<file path="src/rtl/tmds_channel_decoder.sv">
// tmds_channel_decoder
//   One TMDS channel decoder for the video-input path. Takes 10-bit words
//   from an external 1:10 deserializer, bit-slips until control tokens
//   repeat at a fixed boundary, then decodes TMDS symbols.
//
//   Ports:
//     clk_i          pixel clock (only clock)
//     rst_ni         synchronous active-low reset
//     raw_i[9:0]     deserialized word, bit 0 first on the wire
//     data_o[7:0]    decoded pixel byte (0 unless locked data symbol)
//     de_o           data enable
//     ctrl_o[1:0]    {C1,C0} of the last control token
//     locked_o       symbol alignment achieved
//     offset_o[3:0]  current bit-slip offset, 0..9
//     loss_cnt_o     lock-loss event counter
//     loss_cnt_clr_i clears loss_cnt_o
//
//   Optional feature macro: TMDS_DEC_LOSS_CNT_EN
//     defined   : loss_cnt_o counts LOCKED->SEARCH transitions, saturating,
//                 clear has priority over increment
//     undefined : loss_cnt_o is 0 and loss_cnt_clr_i is ignored
//
//   Pipeline: raw_q (stage 1), sym (stage 2), outputs + FSM (stage 3).
module tmds_channel_decoder #(
  parameter int CTRL_RUN     = 8,
  parameter int SEARCH_WIN   = 4096,
  parameter int LOSS_TIMEOUT = 4096
) (
  input  logic        clk_i,
  input  logic        rst_ni,
  input  logic [9:0]  raw_i,
  output logic [7:0]  data_o,
  output logic        de_o,
  output logic [1:0]  ctrl_o,
  output logic        locked_o,
  output logic [3:0]  offset_o,
  output logic [15:0] loss_cnt_o,
  input  logic        loss_cnt_clr_i
);

  localparam int RUN_W  = $clog2(CTRL_RUN);
  localparam int WIN_W  = $clog2(SEARCH_WIN);
  localparam int IDLE_W = $clog2(LOSS_TIMEOUT);

  localparam logic [RUN_W-1:0]  RUN_LAST  = RUN_W'(CTRL_RUN - 1);
  localparam logic [WIN_W-1:0]  WIN_LAST  = WIN_W'(SEARCH_WIN - 1);
  localparam logic [IDLE_W-1:0] IDLE_LAST = IDLE_W'(LOSS_TIMEOUT - 1);

  typedef enum logic {
    ST_SEARCH = 1'b0,
    ST_LOCKED = 1'b1
  } state_t;

  state_t             state, state_n;
  logic [9:0]         raw_q, sym, sym_n;
  logic [18:0]        window;
  logic [RUN_W-1:0]   run_cnt, run_n;
  logic [WIN_W-1:0]   win_cnt, win_n;
  logic [IDLE_W-1:0]  idle_cnt, idle_n;
  logic [3:0]         offset, offset_n;
  logic               loss_ev;
  logic               is_tok;
  logic [1:0]         tok_val;
  logic [7:0]         q_in, dec;
  logic [6:0]         xq;

  // The top bit of raw_i can never fall inside a 10-bit window starting at
  // offset <= 9, so the window is only 19 bits wide.
  assign window = {raw_i[8:0], raw_q};

  always_comb begin
    sym_n = '0;
    case (offset)
      4'd0: sym_n = window[9:0];
      4'd1: sym_n = window[10:1];
      4'd2: sym_n = window[11:2];
      4'd3: sym_n = window[12:3];
      4'd4: sym_n = window[13:4];
      4'd5: sym_n = window[14:5];
      4'd6: sym_n = window[15:6];
      4'd7: sym_n = window[16:7];
      4'd8: sym_n = window[17:8];
      4'd9: sym_n = window[18:9];
      default: sym_n = '0;
    endcase
  end

  always_comb begin
    is_tok  = 1'b1;
    tok_val = 2'b00;
    case (sym)
      10'h354: tok_val = 2'b00;
      10'h0AB: tok_val = 2'b01;
      10'h154: tok_val = 2'b10;
      10'h2AB: tok_val = 2'b11;
      default: is_tok = 1'b0;
    endcase
  end

  // Undo the TX inversion, then the XOR/XNOR chain.
  always_comb begin
    q_in = sym[9] ? ~sym[7:0] : sym[7:0];
    xq   = q_in[7:1] ^ q_in[6:0];
    dec  = {(sym[8] ? xq : ~xq), q_in[0]};
  end

  always_comb begin
    state_n  = state;
    run_n    = run_cnt;
    win_n    = win_cnt;
    idle_n   = idle_cnt;
    offset_n = offset;
    loss_ev  = 1'b0;
    if (state == ST_SEARCH) begin
      if (is_tok && run_cnt == RUN_LAST) begin
        state_n = ST_LOCKED;
        run_n   = '0;
        win_n   = '0;
        idle_n  = '0;
      end else begin
        run_n = is_tok ? run_cnt + 1'b1 : '0;
        if (win_cnt == WIN_LAST) begin
          offset_n = (offset == 4'd9) ? 4'd0 : offset + 4'd1;
          win_n    = '0;
          run_n    = '0;
        end else begin
          win_n = win_cnt + 1'b1;
        end
      end
    end else begin
      if (is_tok) begin
        idle_n = '0;
      end else if (idle_cnt == IDLE_LAST) begin
        state_n = ST_SEARCH;
        idle_n  = '0;
        run_n   = '0;
        win_n   = '0;
        loss_ev = 1'b1;
      end else begin
        idle_n = idle_cnt + 1'b1;
      end
    end
  end

  // de_o/data_o use the post-update lock state so that de_o never reads 1
  // in the same cycle that locked_o drops on a timeout.
  always_ff @(posedge clk_i) begin
    if (!rst_ni) begin
      raw_q    <= '0;
      sym      <= '0;
      state    <= ST_SEARCH;
      run_cnt  <= '0;
      win_cnt  <= '0;
      idle_cnt <= '0;
      offset   <= '0;
      data_o   <= '0;
      de_o     <= 1'b0;
      ctrl_o   <= '0;
    end else begin
      raw_q    <= raw_i;
      sym      <= sym_n;
      state    <= state_n;
      run_cnt  <= run_n;
      win_cnt  <= win_n;
      idle_cnt <= idle_n;
      offset   <= offset_n;
      if (is_tok) begin
        data_o <= '0;
        de_o   <= 1'b0;
        ctrl_o <= tok_val;
      end else begin
        de_o   <= (state_n == ST_LOCKED);
        data_o <= (state_n == ST_LOCKED) ? dec : '0;
      end
    end
  end

  assign locked_o = (state == ST_LOCKED);
  assign offset_o = offset;

`ifdef TMDS_DEC_LOSS_CNT_EN
  logic [15:0] loss_cnt;

  always_ff @(posedge clk_i) begin
    if (!rst_ni) begin
      loss_cnt <= '0;
    end else if (loss_cnt_clr_i) begin
      loss_cnt <= '0;
    end else if (loss_ev && loss_cnt != '1) begin
      loss_cnt <= loss_cnt + 16'd1;
    end
  end

  assign loss_cnt_o = loss_cnt;
`else
  logic unused_loss;
  assign unused_loss = loss_cnt_clr_i ^ loss_ev;
  assign loss_cnt_o  = '0;
`endif

endmodule

</file>
<file path="config.mk">
export PLATFORM = sky130hd
export DESIGN_NAME = tmds_channel_decoder
export DESIGN_NICKNAME = d
export VERILOG_FILES = /design/src/rtl/tmds_channel_decoder.sv
export SDC_FILE = /design/constraint.sdc
export NUM_CORES = 1
export LEC_CHECK = 0
export CAP_MARGIN = 0
export CORE_UTILIZATION = 47
export DETAILED_ROUTE_END_ITERATION = 8
export GPL_ROUTABILITY_DRIVEN = 0
export PLACE_DENSITY_LB_ADDON = 0.3
export SKIP_CTS_REPAIR_TIMING = 1
export SKIP_LAST_GASP = 1
export SLEW_MARGIN = 0
export SYNTH_ARGS = -nofsm -noshare
export SYNTH_HDL_FRONTEND = slang
export SYNTH_SLANG_ARGS = --single-unit
</file>
<file path="constraint.sdc">
create_clock -name clk_i -period 2.1 [get_ports clk_i]
set_input_delay 0.315 -clock clk_i [delete_from_list [all_inputs] [get_ports clk_i]]
set_output_delay 0.315 -clock clk_i [all_outputs]
set_load 0.03 [all_outputs]
</file>
==> results of run 1 <==
[area by class of cell]
type                       instances  area, µm²
clock buffer                      10        138
clock inverter                     6       60.1
fill                             616       2760
inverter                           8       30.0
multi-input combinational        291       1960
sequential                        63       1260
tap                               96        120
timing repair buffer              58        503
[cell families (layout without fill, tap and decap cells)]
family,count (synthesis),in the layout,synth area share [%]
AO/OA/AOI/OAI,117,117,26.0
AND/OR/NAND/NOR,138,138,23.8
XOR/XNOR,16,16,4.17
other,1,16,0.112
flip-flops,63,63,37.6
adder cells (fa/ha/maj),4,4,1.49
buffers and inverters,43,82,6.82
[Yosys cell counts, types with 6 or more instances]
library cell,instances,area [µm²]
dfxtp_1,63,1260
nand2_1,30,113
nor2_1,27,101
a22o_1,24,210
a221oi_1,20,175
a31oi_1,16,100
buf_4,16,120
xnor2_1,15,131
a21oi_1,13,65.1
and2_1,12,75.1
nand3_1,11,55.1
a22oi_1,10,75.1
o21ai_0,9,45.0
clkbuf_1,7,26.3
buf_1,6,22.5
buf_2,6,30.0
inv_1,6,22.5
nor3_1,6,30.0
[how the worst max path moves through the flow]
stage,startpoint,to,cells past startpoint
6_report,sym[5],win_cnt[2],6
5_1_grt,sym[6],idle_cnt[11],6
4_1_cts,sym[6],idle_cnt[11],6
3_5_place_dp,sym[6],idle_cnt[11],6
3_3_place_gp,sym[6],idle_cnt[11],6
2_1_floorplan,win_cnt[0],offset_o[1],6
[where the power goes]
| part | switching [µW] | internal (µW) |
|---|---|---|
| registers | 31.4 | 1220 |
| clock network | 502 | 574 |
| logic | 105 | 71.3 |
[routing by layer]
metal  GRT usage [%]  up-vias
met2            35.0      133
met5               0        -
li1                -     1522
met4            10.9        0
met1            29.0     1492
met3            5.05       15
[flip-flops by register name, indices dropped and copies added, names as in the netlist]
| signal | count |
|---|---|
| ctrl_o | 2 |
| data_o | 8 |
| de_o | 1 |
| idle_cnt | 12 |
| locked_o | 1 |
| offset_o | 4 |
| raw_q | 10 |
| run_cnt | 3 |
| sym | 10 |
| win_cnt | 12 |
[through the flow]
stage	total power (µW)	setup TNS [ps]	instance area, µm²	worst slack (ps)	instances
finish	2500	0	4080	59.6	532
CTS	2500	-117	4020	-57.3	530
global placement	1440	0	3820	17.1	514
detailed placement	1450	-88.2	3820	-45.5	514
global route	2580	-131	4080	-43.4	532
floorplan	1410	0	3410	92.0	397
[worst register-to-register path, delay by kind of cell, from the launching register on]
family,cells,cell delay (ps)
buffers and inverters,1,240
and+or+nand+nor,4,1030
AOI/OAI and AO/OA,1,300
DFF,1,380
==> metrics.yaml, run 1 <==
floorplan:
  core_mm2: 0.00683
  die_area_mm2: 0.00749
  start_util_pct: 49.2
  rows: 30
  die_y_um: 86.5
  num_io_pins: 45
  die_w_um: 86.5
clock_network:
  root_buffer: "clkbuf_8"
  clkTransAtPathRegs_ps: 80
  cts_tree: "yes"
  clkLatencyLatePin_ps: 350
  h-tree-depth: 3
  clockBufferDepth: 2
  cts_made_buffers: 9
  cts_num_sinks: 63
finish:
  diodes: 0
  synthToLayoutAreaGrowth_pct: 21.4
  final_core_util_pct: 59.7
  fin_nets: 448
  final_common_cell: "dfxtp_1"
  final_cell_mix: "dfxtp_1 (61), buf_4 (31), nand2_1 (30), clkdlybuf4s50_1 (27), nor2_1 (26)"
  drive_gt1_share_pct: 15.8
detailed_routing:
  dr_wl_met2_um: 3740
  route.met3.wl_um: 534
  vias: 3162
  drt-met1-wl_um: 3690
  drt-initial-drc-count: 200
  ant_nets: 0
  drt_first_pass_iters: 5
  wl_per_cell_um: 15.3
  viasPerCell: 5.94
  route.detailed.drc: 0
  routed_wl_um: 8110
  route.top_layer_used: "met4"
critical_path:
  reg2reg_to: "win_cnt[2]"
  reg2reg_depth: 6
  cp_top_family: "simple AND/OR/NAND/NOR gates"
  path_buf_inv: 1
  cp-end-kind: "register"
  crit_fanout: 19
  start_kind: "register"
  cp_slowest_cell: "nor4bb_1"
  path_cells: "nor4bb_1, and4_1, or4_1, buf_4, nor3b_1, a211o_2"
  rr_startpoint: "sym[5]"
  worstPathArrival_ps: 2280
  crit_required_ps: 2340
  rrSetupSlack_ps: 60
  worstSetupPathType: "reg2reg"
  cpPeakStageDelay_ps: 450
synth:
  syn-cell-area_mm2: 0.00336
  syn_inst: 382
  synthArstFlopShare_pct: 0
  ys_types: 55
  yosysWarnings: 0
  ys_seq_area_share_pct: 37.6
  synth-main-ff-cell: "dfxtp_1"
  synth.avg_cell_area_um2: 8.79
  synth_edf_count: 0
  synth_seq_cells: 63
timing:
  finalCritPeriodShare_pct: 97.2
  hold_ws_ps: 463
  skew_ps: 11.6
  clock.fmax_mhz: 490
  finalSetupViolCount: 0
  rsz0062_at_grt: "true"
  hold_viol: 0
  slew_headroom_pct: 52.8
  worst_pin_slew_ps: 705
  finalCriticalPeriod_ps: 2040
  slew_violations: 0
pwr:
  powerDensity_mw_per_mm2: 614
  vdd_drop_max_mv: 0.311
  p_leak_uw: 0.00149
hold_path:
  worst_hold_startpoint: "run_cnt[0]"
  hold_depth: 1
  whs_endpoint: "run_cnt[0]"
  worst_hold_path_type: "reg2reg"
global_route:
  grt_usage_pct: 22.3
  grt_max_degree: 26
  grt_overflow: 0
  antenna_found_initial: 0
  grt_pass1_wl_um: 13100
  grt_pass1_vias: 2881
placement:
  portBuffers: 27
  hpwl_um: 5430
run_status:
  status: "finished, final reports clean"
job:
  cap_viol_max_count: 0
Power figures use the tool's default switching activity.
==> inputs of run 2 (changes only) <==
- CORE_ASPECT_RATIO: unset -> 1.25
- CORE_UTILIZATION: 47 -> 50
==> run 2 against run 1 <==
  * Critical endpoint is now win_cnt[6]
  * Flip-flop and latch count is the same
  * Final cell count decreased by 1.5%
  * Total power rose by 5.7%
  * Worst setup slack got worse by 8.8 ps
==> metrics.yaml, run 2 (synthesis results as in run 1) <==
pwr:
  p_leak_uw: 0.00152
  vdd_drop_max_mv: 0.475
  powerDensity_mw_per_mm2: 641
  power_uw: 2640
clock_network:
  cts_num_sinks: 63
  clkTransAtPathRegs_ps: 80
  h-tree-depth: 3
  cts_tree: "yes"
  clkLatencyLatePin_ps: 350
  cts_made_buffers: 9
  clockBufferDepth: 2
  root_buffer: "clkbuf_8"
placement:
  dp_slack_ps: 12.3
  hpwl_um: 5630
  dp.cells: 508
  portBuffers: 27
  placed_area_mm2: 0.00383
finish:
  nFillCells: 587
  final_common_cell: "dfxtp_1"
  fin_cells: 524
  seqCellArea_mm2: 0.00126
  final_core_util_pct: 63.2
  synthToLayoutAreaGrowth_pct: 22.7
  final_area_mm2: 0.00412
  fin_nets: 449
  largestRegisters: "idle_cnt: 12 flops, win_cnt: 12 flops"
  multi_input_area_mm2: 0.00198
  drive_gt1_share_pct: 17.6
  diodes: 0
  final_cell_mix: "dfxtp_1 (61), buf_4 (32), nand2_1 (30), clkdlybuf4s50_1 (27), nor2_1 (25)"
critical_path:
  worstSetupPathType: "reg2reg"
  timing.critical_path.mode_cell: "ha_1"
  cp_slowest_cell: "or4_1"
  rrSetupSlack_ps: 50
  path_cells: "ha_1, ha_1, and4_4, or4_1, buf_4, nor4_2, a21o_1"
  crit_fanout: 15
  crit_required_ps: 2400
  rr_startpoint: "run_cnt[0]"
  cp-end-kind: "register"
  worstPathArrival_ps: 2350
  startpoint: "run_cnt[0]"
  start_kind: "register"
  cpPeakStageDelay_ps: 490
timing:
  finalWorstSetupSlack_ps: 50.8
  hold_viol: 0
  rsz0062_at_grt: "true"
  clock.fmax_mhz: 488
  finalSetupViolCount: 0
  skew_ps: 4.86
  finalCritPeriodShare_pct: 97.6
  finalCriticalPeriod_ps: 2050
  slew_violations: 0
  worst_pin_slew_ps: 671
  slew_headroom_pct: 55.0
global_route:
  grt_pass1_vias: 3108
  grt_max_degree: 26
  antenna_found_initial: 0
  grt_usage_pct: 25.3
  grt_pass1_wl_um: 13800
  grt_overflow: 0
detailed_routing:
  vias: 3185
  drt-initial-drc-count: 214
  wl_per_cell_um: 15.6
  drt_first_pass_iters: 8
  route.detailed.drc: 0
  ant_nets: 0
  viasPerCell: 6.08
  routed_wl_um: 8190
floorplan:
  num_io_pins: 45
  die_y_um: 93.6
  die_area_mm2: 0.00705
  core_mm2: 0.00652
  start_util_pct: 51.5
  die_w_um: 75.3
  rows: 33
job:
  cap_viol_max_count: 0
run_status:
  status: "finished, final reports clean"
hold_path:
  worst_hold_path_type: "reg2reg"
  worst_hold_startpoint: "idle_cnt[11]"
[run 2: cell count changes in the layout (fill, tap and decap cells not counted), moves of 2 or more]
cell	previous run	this run
clkinv_2	3	1
clkinvlp_4	2	0
inv_6	0	2
nor2_2	0	2
[run 2: cell type report]
cell class	instances	share of cell area, %
clock buffer	9	3.01
tap	87	2.64
multi-input combinational	291	48.1
timing repair buffer	59	12.4
sequential	63	30.7
clock inverter	7	2.49
inverter	8	0.729
[run 2: path summary, 6_finish.rpt]
kind,to,depth (start not counted)
setup / recovery,win_cnt[6],7
hold / removal,idle_cnt[11],1
setup reg to reg,win_cnt[6],7
hold reg to reg,idle_cnt[11],1
[run 2: per-stage QoR]
stage	setup TNS, ps	hold slack, ps
after floorplan	0	431
after global placement	0	454
after detailed placement	0	458
after CTS	-0.707	469
after global routing	-31.6	498
final	0	464
[run 2: power breakdown]
group | total (µW) | switching [µW] | internal, µW
Combinational | 179 | 106 | 73.6
Sequential | 1250 | 32.6 | 1220
Clock | 1210 | 529 | 684
Total | 2640 | 668 | 1970
[run 2: routing by layer]
metal | vias to the layer above | track usage [%] | wire length (µm)
met4 | 0 | 13.3 | 203
met1 | 1493 | 30.5 | 3390
li1 | 1523 | - | -
met2 | 137 | 40.9 | 4020
met3 | 32 | 5.93 | 574
met5 | - | 0 | 0
[run 2: critical path: cells and delay by family, from the launching register on]
family	cells	cell delay (ps)
simple gates	3	950
fa+ha+maj	2	400
flops	1	330
buf+inv	1	220
compound gates	1	110
==> inputs of run 3 (changes only) <==
- CELL_PAD_IN_SITES_DETAIL_PLACEMENT: unset -> 0
- CELL_PAD_IN_SITES_GLOBAL_PLACEMENT: unset -> 1
- CORE_UTILIZATION: 50 -> 38
- PLACE_DENSITY: unset -> 0.79
- PLACE_DENSITY_LB_ADDON: 0.3 -> unset
==> run 3 against run 2 <==
  * Critical path type is now reg2out
  * First-iteration DRC count rose by 4.7%
  * Total power fell by 2.6%
  * Die area rose by 31%
  * Combinational power rose by 2%
  * Flip-flop and latch count did not move
  * Core utilization fell by 15 points
  * Wire length rose by 0.85%
==> metrics.yaml, run 3 (synthesis results as in run 1) <==
run_status:
  status: "finished, final reports clean"
detailed_routing:
  drt-initial-drc-count: 224
  vias: 3150
  routed_wl_um: 8260
  wl_per_cell_um: 14.7
  viasPerCell: 5.60
  route.detailed.drc: 0
  drt_first_pass_iters: 6
  ant_nets: 0
global_route:
  grt_usage_pct: 18.8
  grt_pass1_vias: 2902
  grt_pass1_wl_um: 13800
  antenna_found_initial: 0
  grt_max_degree: 26
  grt_overflow: 0
timing:
  slew_headroom_pct: 53.9
  finalCriticalPeriod_ps: 2010
  finalSetupViolCount: 0
  hold_viol: 0
  clock.fmax_mhz: 496
  skew_ps: 7.07
  slew_violations: 0
  rsz0062_at_grt: "false"
  worst_pin_slew_ps: 688
  finalCritPeriodShare_pct: 95.9
  fin_setup_tns_ps: 0
floorplan:
  die_y_um: 107
  rows: 38
  die_area_mm2: 0.00922
  start_util_pct: 39.0
  die_w_um: 86.1
  num_io_pins: 45
  core_mm2: 0.00861
clock_network:
  clkLatencyLatePin_ps: 350
  cts_made_buffers: 9
  root_buffer: "clkbuf_8"
  clkTransAtPathRegs_ps: 70
  cts_tree: "yes"
  clockBufferDepth: 2
  h-tree-depth: 3
  cts_num_sinks: 63
pwr:
  vdd_drop_max_mv: 0.343
  powerDensity_mw_per_mm2: 615
  p_leak_uw: 0.00153
critical_path:
  rr_startpoint: "run_cnt[0]"
  crit_required_ps: 1780
  cpPeakStageDelay_ps: 660
  worstSetupPathType: "reg2out"
  worstPathArrival_ps: 1700
  cp_slowest_cell: "clkdlybuf4s50_1"
  rrSetupSlack_ps: 90
  cp-end-kind: "primary output"
  reg2reg_depth: 6
  start_kind: "register"
  reg2reg_to: "offset_o[2]"
  path_cells: "buf_4, clkdlybuf4s50_1"
  crit_fanout: 9
placement:
  portBuffers: 27
  placed_area_mm2: 0.00392
  hpwl_um: 5860
job:
  cap_viol_max_count: 0
hold_path:
  worst_hold_path_type: "reg2reg"
  hold_depth: 2
  worst_hold_startpoint: "run_cnt[2]"
  whs_endpoint: "run_cnt[2]"
finish:
  fin_nets: 455
  synthToLayoutAreaGrowth_pct: 24.6
  final_cell_mix: "dfxtp_1 (61), buf_4 (38), nand2_1 (30), clkdlybuf4s50_1 (27), nor2_1 (25)"
  largestRegisters: "idle_cnt: 12 flops, win_cnt: 12 flops"
  nFillCells: 890
  final_area_mm2: 0.00418
  drive_gt1_share_pct: 17.4
  diodes: 0
  final_common_cell: "dfxtp_1"
## run 3: layer usage
| layer | up-vias | wire length [µm] | GRT usage (%) |
|---|---|---|---|
| met4 | 0 | 148 | 6.79 |
| met2 | 122 | 4140 | 32.3 |
| met3 | 18 | 485 | 3.93 |
| li1 | 1532 | - | - |
| met5 | - | 0 | 0 |
| met1 | 1478 | 3490 | 22.9 |
## run 3: worst max-delay path by stage
stage                      from          end  slack (ps)  cells after the start
floorplan            win_cnt[0]  offset_o[1]          90                      6
global placement         rst_ni   win_cnt[6]          30                      6
detailed placement       rst_ni   win_cnt[7]          20                      6
CTS                  run_cnt[0]  offset_o[2]          20                      6
global route        offset_o[2]  offset_o[2]           8                      2
finish              offset_o[2]  offset_o[2]          90                      2
## run 3: per-stage QoR
stage	hold WS, ps	utilization [%]	power [µW]	std cells	setup slack (ps)
final	479	48.6	2570	563	85.4
after global routing	493	48.6	2670	563	8.31
after CTS	478	48.0	2590	563	21.8
after detailed placement	468	45.6	1450	547	18.4
after global placement	452	45.6	1450	547	30.5
after floorplan	431	-	1410	397	92.0
## run 3: layout make-up
type	instances	area [µm²]	share of cell area (%)
Clock buffer	10	128	3.05
Tap cell	120	150	3.59
Timing Repair Buffer	65	556	13.3
Clock inverter	6	85.1	2.03
Inverter	8	33.8	0.807
Sequential cell	63	1260	30.2
Multi-Input combinational cell	291	1970	47.0
## run 3: worst max-delay path, delay by kind of cell, from the launching register on
| kind | cells | cell delay, ps |
|---|---|---|
| flip-flops | 1 | 490 |
| buffers and inverters | 2 | 860 |
## run 3: power breakdown
| group | internal (µW) | total, µW | switching, µW |
|---|---|---|---|
| clock | 664 | 1140 | 479 |
| combinational | 75.8 | 183 | 107 |
| sequential | 1220 | 1250 | 31.0 |
| total | 1960 | 2570 | 617 |
==> variant: new RTL, config.mk and constraints of run 1 <==
`LOSS_TIMEOUT`: 4096 -> 1024.
--- a/src/rtl/tmds_channel_decoder.sv
+++ b/src/rtl/tmds_channel_decoder.sv
@@ -26,3 +26,3 @@
   parameter int SEARCH_WIN   = 4096,
-  parameter int LOSS_TIMEOUT = 4096
+  parameter int LOSS_TIMEOUT = 1024
 ) (
Check against the original RTL: no difference found for any inputs over 10 cycles, from zero or initial values and one cycle with rst_ni low; that may be too few to reach the edited logic, so the function may still have changed.
==> variant against run 1 <==
The flow now finishes with violations (design-rule violations, negative setup slack). Cell area down 4.6%. Hold slack worse by 0.0068 ns. Via count down 6.0%. Setup slack worse by 0.070 ns. Total power up 2.9%. Sequential cell count down 2. Area after synthesis down 4.6%. Combinational power down 2%. Core utilization up 0.54 points. Global-route usage down 0.95 points. Wire length down 6.4%. Largest cell class unchanged.
==> variant: results (changes against run 1) <==
Place
  – Place WS: -0.0453 ns (+0.000259 ns)
  – Cell Count Post-Placement: 478 (-7.0%)
  – Post-DP HPWL: 4.99 mm (-8.1%)

Global route
  – First-pass GRT wire length: 12.1 mm (-7.3%)
  – All-Layer GR Usage: 0.214 (-0.00946)
  – Largest net degree at the start of global routing: 18 (-31%)

Detailed routing
  – DRC: 4 (+4)
  – Routed WL: 7.59 mm (-6.4%)
  – DRT iter0 DRCs: 174 (-13%)
  – Routed WL per cell: 15.3 µm (+0.36%)
  – Drt first pass iters: 6 (+1)

Power
  – Maximum vdd drop: 451 µV (+45%)
  – Pleak: 1.38 nW (-7.9%)

Run status
  – Failing checks: design-rule violations, negative setup slack
  – Status: complete, but fails checks

Final layout
  – Final net count: 431 (-3.8%)
  – Layout cell share with drive strength beyond 1: 0.131 (-0.0270)

Synthesis
  – Commonest cells post-synth: 61 x dfxtp_1, 29 x nand2_1, 23 x nor2_1

STA
  – Final setup violation count: 1 (+1)
  – Fin worst setup slack: -0.00997 ns (-0.0695 ns)
  – Worst Skew: 0.0114 ns (-0.000241 ns)
  – Worst slew pin tran: 0.972 ns (+0.267 ns)

Setup path
  – R2r startpoint: run_cnt[1]$_SDFFE_PN0P_
  – Reg-to-reg endpoint: offset_o[1]$_SDFFE_PN0P_

Min path
  – Hold_sp: ctrl_o[0]$_SDFFE_PN0P_
  – Hold depth: 2 (+1)
  – Hold EP: ctrl_o[0]$_SDFFE_PN0P_
==> variant: cell type report <==
cell class	instances	area, µm²	area share
sequential	61	1220	0.315
timing repair buffer	53	465	0.120
tap	77	96.3	0.0248
clock inverter	3	67.6	0.0174
inverter	8	30.0	0.00772
clock buffer	13	159	0.0409
multi-input combinational	281	1850	0.475
==> variant: worst max-delay path by stage <==
stage	startpoint	to	slack (ns)	cells after the start
5_1_grt	run_cnt[1]$_SDFFE_PN0P_	offset_o[1]$_SDFFE_PN0P_	-0.08	7
3_5_place_dp	run_cnt[0]$_SDFFE_PN0P_	offset_o[1]$_SDFFE_PN0P_	-0.05	7
4_1_cts	run_cnt[0]$_SDFFE_PN0P_	offset_o[1]$_SDFFE_PN0P_	-0.06	7
6_report	run_cnt[1]$_SDFFE_PN0P_	offset_o[1]$_SDFFE_PN0P_	-0.01	7
2_1_floorplan	run_cnt[0]$_SDFFE_PN0P_	offset_o[1]$_SDFFE_PN0P_	0.008	8
3_3_place_gp	run_cnt[0]$_SDFFE_PN0P_	offset_o[3]$_SDFFE_PN0P_	-0.02	8
==> variant: cell families (layout without fill, tap and decap cells) <==
family,count (synthesis),in the layout,synth area share
other cells,1,16,0.00117
xor+xnor,14,14,0.0383
simple gates,131,131,0.225
flops,61,61,0.381
compound gates,113,113,0.257
buf+inv,45,77,0.0726
mux,3,3,0.00976
fa+ha+maj,4,4,0.0156
==> variant: power by group <==
part | total (mW) | switching [mW] | internal, mW
Sequential | 1.22 | 0.0388 | 1.18
Clock | 1.18 | 0.442 | 0.734
Combinational | 0.173 | 0.103 | 0.0707
Total | 2.57 | 0.584 | 1.99
==> variant: metrics by stage <==
| stage | hold WS (ns) | area [µm²] | util | TNS (ns) |
|---|---|---|---|---|
| final | 0.456 | 3890 | 0.602 | -0.00997 |
| after global placement | 0.443 | 3600 | 0.558 | -0.0167 |
| after global routing | 0.497 | 3890 | 0.602 | -0.134 |
| after floorplan | 0.437 | 3260 | - | 0 |
| after CTS | 0.456 | 3830 | 0.593 | -0.130 |
| after detailed placement | 0.446 | 3600 | 0.558 | -0.0689 |
==> variant: critical path, stage by stage (launching register included) <==
cell	delay, ns
dfxtp_2	0.34
ha_4	0.16
ha_4	0.15
nor4bb_1	0.12
and3_1	0.20
or3_4	0.41
or4b_1	0.52
a21oi_1	0.15
==> variant: per-layer routing <==
| metal | vias up | routed length (µm) | track usage |
|---|---|---|---|
| met5 | - | 0 | 0 |
| met4 | 0 | 158 | 0.0801 |
| met3 | 18 | 665 | 0.0767 |
| met2 | 142 | 3550 | 0.352 |
| met1 | 1355 | 3220 | 0.256 |
| li1 | 1457 | - | - |
